==> src/rtl/regfile_write_arbiter.sv <==
// ============================================================================
//  regfile_write_arbiter : round-robin share of the register-file write port
//  between ALU (A) and memory (M) writeback, with byte/halfword RMW merging.
//  Revision 1.0
// ============================================================================
`default_nettype none

module regfile_write_arbiter #(
   parameter int DATA_W = 32,
   parameter int ADDR_W = 5
) (
   input  logic              clk,
   input  logic              rst_n,
   input  logic              a_valid,
   output logic              a_ready,
   input  logic [ADDR_W-1:0] a_addr,
   input  logic [DATA_W-1:0] a_data,
   input  logic [1:0]        a_size,
   input  logic              m_valid,
   output logic              m_ready,
   input  logic [ADDR_W-1:0] m_addr,
   input  logic [DATA_W-1:0] m_data,
   input  logic [1:0]        m_size,
   output logic [ADDR_W-1:0] rf_rd_addr,
   input  logic [DATA_W-1:0] rf_rd_data,
   output logic              rf_wr_en,
   output logic [ADDR_W-1:0] rf_wr_addr,
   output logic [DATA_W-1:0] rf_wr_data,
   output logic              busy
);

   localparam logic [1:0] SIZE_BYTE = 2'b01;
   localparam logic [1:0] SIZE_HALF = 2'b10;
   localparam logic [DATA_W-1:0] BYTE_MASK = DATA_W'(8'hFF);
   localparam logic [DATA_W-1:0] HALF_MASK = DATA_W'(16'hFFFF);

   typedef enum logic [0:0] {
      S_IDLE = 1'b0,
      S_RMW  = 1'b1
   } state_t;

   state_t            state_q, state_d;
   logic              last_m_q, last_m_d;
   logic [ADDR_W-1:0] lat_addr_q, lat_addr_d;
   logic [DATA_W-1:0] lat_data_q, lat_data_d;
   logic              lat_half_q, lat_half_d;
   logic [ADDR_W-1:0] rd_addr_q, rd_addr_d;
   logic              wr_en_q, wr_en_d;
   logic [ADDR_W-1:0] wr_addr_q, wr_addr_d;
   logic [DATA_W-1:0] wr_data_q, wr_data_d;

   logic              idle;
   logic              xfer_a, xfer_m;
   logic [ADDR_W-1:0] sel_addr;
   logic [DATA_W-1:0] sel_data;
   logic [1:0]        sel_size;
   logic              sel_partial;
   logic [DATA_W-1:0] merge_mask;
   logic [DATA_W-1:0] merged;

   // Readies are gated by rst_n so neither requester sees a grant while reset is held.
   assign idle    = (state_q == S_IDLE);
   assign a_ready = rst_n & idle & a_valid & (~m_valid | last_m_q);
   assign m_ready = rst_n & idle & m_valid & (~a_valid | ~last_m_q);

   assign xfer_a = a_valid & a_ready;
   assign xfer_m = m_valid & m_ready;

   assign sel_addr    = xfer_a ? a_addr : m_addr;
   assign sel_data    = xfer_a ? a_data : m_data;
   assign sel_size    = xfer_a ? a_size : m_size;
   assign sel_partial = (sel_size == SIZE_BYTE) || (sel_size == SIZE_HALF);

   assign merge_mask = lat_half_q ? HALF_MASK : BYTE_MASK;
   assign merged     = (rf_rd_data & ~merge_mask) | (lat_data_q & merge_mask);

   always_comb begin
      state_d    = state_q;
      last_m_d   = last_m_q;
      lat_addr_d = lat_addr_q;
      lat_data_d = lat_data_q;
      lat_half_d = lat_half_q;
      rd_addr_d  = rd_addr_q;
      wr_en_d    = 1'b0;
      wr_addr_d  = wr_addr_q;
      wr_data_d  = wr_data_q;

      case (state_q)
         S_IDLE: begin
            if (xfer_a || xfer_m) begin
               last_m_d = xfer_m;
               if (sel_partial) begin
                  rd_addr_d  = sel_addr;
                  lat_addr_d = sel_addr;
                  lat_data_d = sel_data;
                  lat_half_d = (sel_size == SIZE_HALF);
                  state_d    = S_RMW;
               end else if (sel_addr != '0) begin
                  wr_en_d   = 1'b1;
                  wr_addr_d = sel_addr;
                  wr_data_d = sel_data;
               end
            end
         end
         S_RMW: begin
            // rf_rd_data already reflects any write issued just before acceptance.
            state_d = S_IDLE;
            if (lat_addr_q != '0) begin
               wr_en_d   = 1'b1;
               wr_addr_d = lat_addr_q;
               wr_data_d = merged;
            end
         end
         default: state_d = S_IDLE;
      endcase
   end

   always_ff @(posedge clk or negedge rst_n) begin
      if (!rst_n) begin
         state_q    <= S_IDLE;
         last_m_q   <= 1'b1;
         lat_addr_q <= '0;
         lat_data_q <= '0;
         lat_half_q <= 1'b0;
         rd_addr_q  <= '0;
         wr_en_q    <= 1'b0;
         wr_addr_q  <= '0;
         wr_data_q  <= '0;
      end else begin
         state_q    <= state_d;
         last_m_q   <= last_m_d;
         lat_addr_q <= lat_addr_d;
         lat_data_q <= lat_data_d;
         lat_half_q <= lat_half_d;
         rd_addr_q  <= rd_addr_d;
         wr_en_q    <= wr_en_d;
         wr_addr_q  <= wr_addr_d;
         wr_data_q  <= wr_data_d;
      end
   end

   assign rf_rd_addr = rd_addr_q;
   assign rf_wr_en   = wr_en_q;
   assign rf_wr_addr = wr_addr_q;
   assign rf_wr_data = wr_data_q;
   assign busy       = (state_q == S_RMW);

endmodule

`default_nettype wire
==> config.mk <==
export PLATFORM = sky130hd
export DESIGN_NAME = regfile_write_arbiter
export DESIGN_NICKNAME = d
export VERILOG_FILES = /design/src/rtl/regfile_write_arbiter.sv
export SDC_FILE = /design/constraint.sdc
export NUM_CORES = 1
export LEC_CHECK = 0
export ABC_CLOCK_PERIOD_IN_PS = 2500
export BUFFER_PORTS_ARGS = -buffer_cell sky130_fd_sc_hd__buf_2
export CORE_ASPECT_RATIO = 1.4
export CORE_UTILIZATION = 25
export DETAILED_ROUTE_END_ITERATION = 8
export GPL_TIMING_DRIVEN = 1
export PLACE_DENSITY = 0.51
export SYNTH_ARGS = -nofsm -noshare
export SYNTH_HDL_FRONTEND = slang
export SYNTH_SLANG_ARGS = --single-unit
==> constraint.sdc <==
create_clock -name clk -period 2.5 [get_ports clk]
set_input_delay 0 -clock clk [delete_from_list [all_inputs] [get_ports clk]]
set_output_delay 0 -clock clk [all_outputs]
set_load 0.02 [all_outputs]
==> results of run 1 <==
==> worst max-delay path by stage <==
stage	endpoint	startpoint	slack [ns]	cells after the start
3_5_place_dp	rf_wr_data[1]$_DFFE_PN0P_	busy$_DFF_PN0_	-0.05	8
4_1_cts	rf_wr_data[15]$_DFFE_PN0P_	busy$_DFF_PN0_	0.02	9
5_1_grt	rf_wr_data[3]$_DFFE_PN0P_	busy$_DFF_PN0_	-0.03	9
6_report	rf_wr_data[2]$_DFFE_PN0P_	busy$_DFF_PN0_	0.04	9
3_3_place_gp	rf_wr_data[5]$_DFFE_PN0P_	busy$_DFF_PN0_	0.004	8
2_1_floorplan	rf_wr_data[16]$_DFFE_PN0P_	busy$_DFF_PN0_	-0.26	10
==> worst max-delay path, stage by stage, from the launching register on <==
cell and delay (ns):
dfrtp_2 0.39, nand3b_1 0.21, nor2_4 0.13, mux2_4 0.32
ha_4 0.28, nand3b_1 0.13, o31ai_4 0.22, buf_6 0.15
buf_12 0.16, mux2_2 0.34
==> area by class of cell <==
cell class / count / share of cell area
Sequential cell: 62 / 0.296
Timing Repair Buffer: 210 / 0.260
Tap cell: 182 / 0.0434
Multi-Input combinational cell: 258 / 0.336
Inverter: 1 / 0.000715
Clock buffer: 13 / 0.0515
Clock inverter: 3 / 0.0124
==> state kept, by name, summed over array words and instances, names as in the netlist <==
| signal | cells |
|---|---|
| lat_data_q | 16 |
| lat_half_q | 1 |
| rf_wr_data | 32 |
| last_m_q | 1 |
| rf_rd_addr | 5 |
| busy | 1 |
| rf_wr_en | 1 |
| rf_wr_addr | 5 |
==> Yosys cell counts, types with 2 or more instances <==
cell	instances
dfrtp_1	61
a31oi_1	58
nor2_1	52
nand3_1	37
o21ai_0	33
clkbuf_1	26
mux2_2	20
mux2_4	19
nor2b_1	10
a211oi_1	8
o21ai_1	5
buf_1	3
buf_6	3
or4_1	3
nand3b_1	2
==> layout by cell type (no fill, tap or decap), types with 2 or more instances in the layout <==
master / count
clkbuf_8: 3
dfrtp_1: 60
buf_4: 14
a211oi_1: 8
or4_1: 3
nor2_1: 51
bufinv_16: 2
o21ai_1: 5
nand3_1: 37
nand3b_1: 2
mux2_2: 18
dlygate4sd3_1: 38
nor2b_1: 9
buf_12: 3
mux2_4: 21
buf_2: 151
a31oi_1: 58
o21ai_0: 33
buf_6: 3
clkbuf_16: 9
==> through the flow <==
stage	TNS (ns)	setup slack (ns)
after global routing	-0.186	-0.0280
after CTS	0	0.0193
after detailed placement	-0.542	-0.0523
after floorplan	-8.12	-0.257
final	0	0.0378
after global placement	0	0.00367
==> power by group through the flow <==
stage | Clock [mW] | Sequential (mW) | Combinational, mW
6_report | 1.38 | 1.70 | 1.98
5_1_grt | 1.48 | 1.76 | 2.12
4_1_cts | 1.43 | 1.70 | 1.99
3_5_place_dp | 0 | 1.71 | 1.91
3_3_place_gp | 0 | 1.71 | 1.86
2_1_floorplan | 0 | 2.05 | 0.843
==> routing by layer <==
| metal | vias to the layer above | routed length [um] | track usage |
|---|---|---|---|
| met5 | - | 13 | 0 |
| met4 | 2 | 193 | 0.0587 |
| met3 | 18 | 645 | 0.0444 |
| met2 | 126 | 5890 | 0.294 |
| met1 | 1693 | 4970 | 0.201 |
| li1 | 1690 | - | - |
==> timing repair <==
action,4_1_cts,5_1_grt
setup buffers,2,0
gates resized for setup,2,4
endpoints found under the setup margin,37,22
pin swaps,2,0
hold buffers,38,0
cloned,1,0
hold endpoints to repair,37,0
==> logic make-up (layout without fill, tap and decap cells) <==
family                     Yosys count  in the layout  share of synthesized area
muxes                               40             40                      0.153
AOI/OAI and AO/OA                  108            108                      0.190
buffers and inverters               34            227                     0.0445
adders and majority gates            1              1                    0.00368
and+or+nand+nor                    109            109                      0.152
DFF                                 62             62                      0.456
==> out/results.txt, run 1 <==
Synth warn -> 0
Routed WL -> 11.7 mm
Vias -> 3529
Sequential area share after synthesis -> 0.456
Pint -> 3.28 mW
Mean Syn Cell Area -> 9.61 um2
Multi-input logic area -> 1760 um2
Slew Limit Headroom -> 0.581
Worst setup SP type -> flip-flop
Initial antenna violation count -> 1
Largest net degree at the start of global routing -> 47
Hold Path Class -> in2reg
Global-route wire length before repair -> 18.1 mm
Least-Margin Pin Slew -> 0.628 ns
Gpl congestion -> 0.744
Via density -> 4.84
Status -> finished clean
DRC Markers -> 0
Synth area leaders -> dfrtp_1 (45%), a31oi_1 (11%), mux2_4 (8.4%)
Logic gate share of total power -> 0.391
Fillcell total -> 1340
Worst-path clk slew -> 0.06 ns
Total gr overflow -> 0
DIE HEIGHT -> 140 um
Critical path capture point type -> flip-flop
Predominant post-synthesis flop cell -> dfrtp_1
Synth unique cells -> 29
Ys async rst share -> 1.00
Post-synth net total -> 469
Hold Crit Depth -> 3
CTS H-tree depth -> 3
Final setup viols -> 0
I/O pins -> 160
Finished Layout Cells -> 729
DR iter-0 viols -> 148
Max Slew Vio Count -> 0
ANT nets after route -> 0
Clk buf depth -> 2
Yosys top cell area share -> 0.449
Final Hold Fails -> 0
Drt first pass iters -> 4
Worst R2R Setup Slack -> 0.04 ns
Critical Path RT -> 2.71 ns
Register area -> 1550 um2
Worst setup path class -> reg2reg
CTS Sinks -> 62
Total power -> 5.06 mW
Nets -> 657
Port bufs -> 151
Fin util -> 0.394
Core footprint -> 13300 um2
Routed wire length per instance -> 16.1 um
DP Wirelength -> 7.98 mm
Die footprint -> 14100 um2
Leak Pwr -> 2.31 nW
Min-delay src -> m_data[5]
Worst VDD drop -> 0.406 mV
Mapped cell area -> 3400 um2
TritonCTS Buffers -> 9
ANT cells -> 0
Yosys top cell by area -> dfrtp_1
GRT Util Overall -> 0.170
RR Endpoint -> rf_wr_data[2]$_DFFE_PN0P_
Placed cell count -> 672
Pwr dens -> 965 nW/um2
Syn Inst Count -> 354
Critical path peak fanout -> 11
Clk pwr share -> 0.273
Post-synth EDFFs -> 0
Number of global-route vias before repair -> 3494
Share of cells above drive strength 1 -> 0.435
Cell Rows -> 50
Area Overhead vs Synth -> 54.2%
Die W -> 101 um
Worst hold slack -> 0.0183 ns
Switching share of power -> 0.352
Hold Crit Endpoint -> lat_data_q[5]$_DFFE_PN0P_
Worst Reg-to-Reg Cells -> 9
Area after DPL -> 4470 um2
Period utilization -> 0.985
Register bit total from synthesis -> 62
Root Buffer -> clkbuf_16
Initial Util -> 0.255
Psw -> 1.78 mW
Max cap viols -> 0
Min Clock Period, post-route -> 2.46 ns
CTS tree -> yes
RSZ-0062 raised after global routing -> true
Worst EP arrival -> 2.67 ns
Clk_lat worst skew -> 0.33 ns
Crit Reg-Reg Startpoint -> busy$_DFF_PN0_
Achievable frequency -> 406 MHz
Final non-filler cell area -> 5250 um2
Worst Skew -> 0.00788 ns
Seq pwr share -> 0.336
Note: power is estimated with default switching activity, not from simulation.
==> run 2: changes to the inputs <==
Settings changed: MAX_ROUTING_LAYER set to met4.
==> out/results.txt, run 2 (same netlist as run 1, synthesis figures left out) <==
Status -> finished clean
Worst hold slack -> 0.0166 ns
Number of global-route vias before repair -> 3498
Worst EP arrival -> 2.67 ns
Register area -> 1550 um2
Port bufs -> 151
Crit Reg-Reg Startpoint -> busy$_DFF_PN0_
Clk buf depth -> 2
Worst setup path class -> reg2reg
Global-route wire length before repair -> 18.1 mm
Gpl congestion -> 0.754
Least-Margin Pin Slew -> 0.622 ns
Share of cells above drive strength 1 -> 0.435
Placed cell count -> 672
Total gr overflow -> 0
DP Wirelength -> 7.98 mm
Pwr dens -> 964 nW/um2
Initial antenna violation count -> 1
I/O pins -> 160
Most frequent cells in the layout -> buf_2 (151), dfrtp_1 (60), a31oi_1 (58), nor2_1 (51), dlygate4sd3_1 (38)
Max Slew Vio Count -> 0
CP max stage cell -> dfrtp_2
Largest net degree at the start of global routing -> 47
GRT Util Overall -> 0.175
CTS Sinks -> 62
Worst setup margin -> 0.0389 ns
Area Overhead vs Synth -> 54.3%
Worst-path clk slew -> 0.06 ns
Vias -> 3536
Core footprint -> 13300 um2
Final setup TNS -> 0 ns
Clk_lat worst skew -> 0.33 ns
Root Buffer -> clkbuf_16
Nets -> 657
TritonCTS Buffers -> 9
Cells along the critical path -> nand3b_1 -> nor2_4 -> mux2_4 -> ha_4 -> nand3b_1 -> o31ai_4 -> buf_6 -> buf_12 -> mux2_2
Worst VDD drop -> 0.406 mV
Final Hold Fails -> 0
Slew Limit Headroom -> 0.585
RSZ-0062 raised after global routing -> true
Die footprint -> 14100 um2
Achievable frequency -> 406 MHz
Worst Skew -> 0.00736 ns
Max cap viols -> 0
Critical path capture point type -> flip-flop
Final setup viols -> 0
Placement Setup Slack -> -0.0523 ns
Max reg flops -> 32
Most common cell after layout, fill and taps aside -> buf_2
Critical Path RT -> 2.71 ns
DRC Markers -> 0
Finished Layout Cells -> 730
Worst Path Buf+Inv -> 2
Drt first pass iters -> 4
Min-delay src -> m_data[5]
Largest delay share family, worst path -> multiplexers
Initial Util -> 0.255
Min Clock Period, post-route -> 2.46 ns
Most used cell along the critical path -> nand3b_1
Via density -> 4.84
Leak Pwr -> 2.31 nW
Critical path peak fanout -> 11
DR iter-0 viols -> 134
Worst setup startpoint -> busy$_DFF_PN0_
Routed WL -> 11.7 mm
Worst setup SP type -> flip-flop
Slowest Stage Delay on Critical Path -> 0.39 ns
CTS tree -> yes
Routed wire length per instance -> 16.0 um
DIE HEIGHT -> 140 um
Multi-input logic area -> 1760 um2
Hold Path Class -> in2reg
CTS H-tree depth -> 3
Period utilization -> 0.984
Cell Rows -> 50
Die W -> 101 um
Fillcell total -> 1341
ANT nets after route -> 0
[run 2: report_power, final]
part	switching, mW	leakage, nW	internal (mW)
registers	0.274	0.709	1.43
logic	1.08	1.44	0.902
clock network	0.432	0.166	0.952
total	1.78	2.31	3.28
[run 2: final timing paths]
kind	cells after the start	slack, ns	to
setup / recovery	9	0.04	rf_wr_data[2]$_DFFE_PN0P_
hold / removal	3	0.02	lat_data_q[5]$_DFFE_PN0P_
setup reg to reg	9	0.04	rf_wr_data[2]$_DFFE_PN0P_
hold reg to reg	1	0.51	rf_wr_data[16]$_DFFE_PN0P_
max in group asynchronous	4	1.36	busy$_DFF_PN0_
min in group asynchronous	3	0.21	rf_wr_data[7]$_DFFE_PN0P_
[run 2: worst register-to-register path, delay by kind of cell (launching register included)]
family                   cells  cell delay (ns)
flip-flops                   1             0.39
buffers and inverters        2             0.32
AND/OR/NAND/NOR              3             0.47
multiplexers                 2             0.66
AO/OA/AOI/OAI                1             0.22
adder cells (fa/ha/maj)      1             0.28
[run 2: layout make-up]
type,instances,area share
antenna,1,0.000477
clock buffer,13,0.0515
clock inverter,3,0.0124
inverter,1,0.000715
multi-input combinational,258,0.336
sequential,62,0.296
tap,182,0.0434
timing repair buffer,210,0.260
[run 2: metal layers]
layer	part of all wire	vias to the layer above	global-route usage
met4	0.017	0	0.0656
met5	0	-	-
met1	0.43	1701	0.204
met2	0.50	124	0.294
li1	-	1692	-
met3	0.049	19	0.0344
[run 2: metrics by stage]
step	total power [mW]	area [um2]	utilization
after floorplan	2.89	3450	-
after global placement	3.57	4470	0.335
after detailed placement	3.62	4470	0.335
after CTS	5.12	5230	0.393
after global routing	5.36	5250	0.394
final	5.06	5250	0.394
[run 2: timing repair]
item                                    4_1_cts  5_1_grt
endpoints found under the setup margin       37       22
gates resized for setup                       2        4
gates cloned                                  1        0
setup buffers                                 2        0
hold endpoints to repair                     37        0
hold buffers                                 38        0
pin swaps                                     2        0
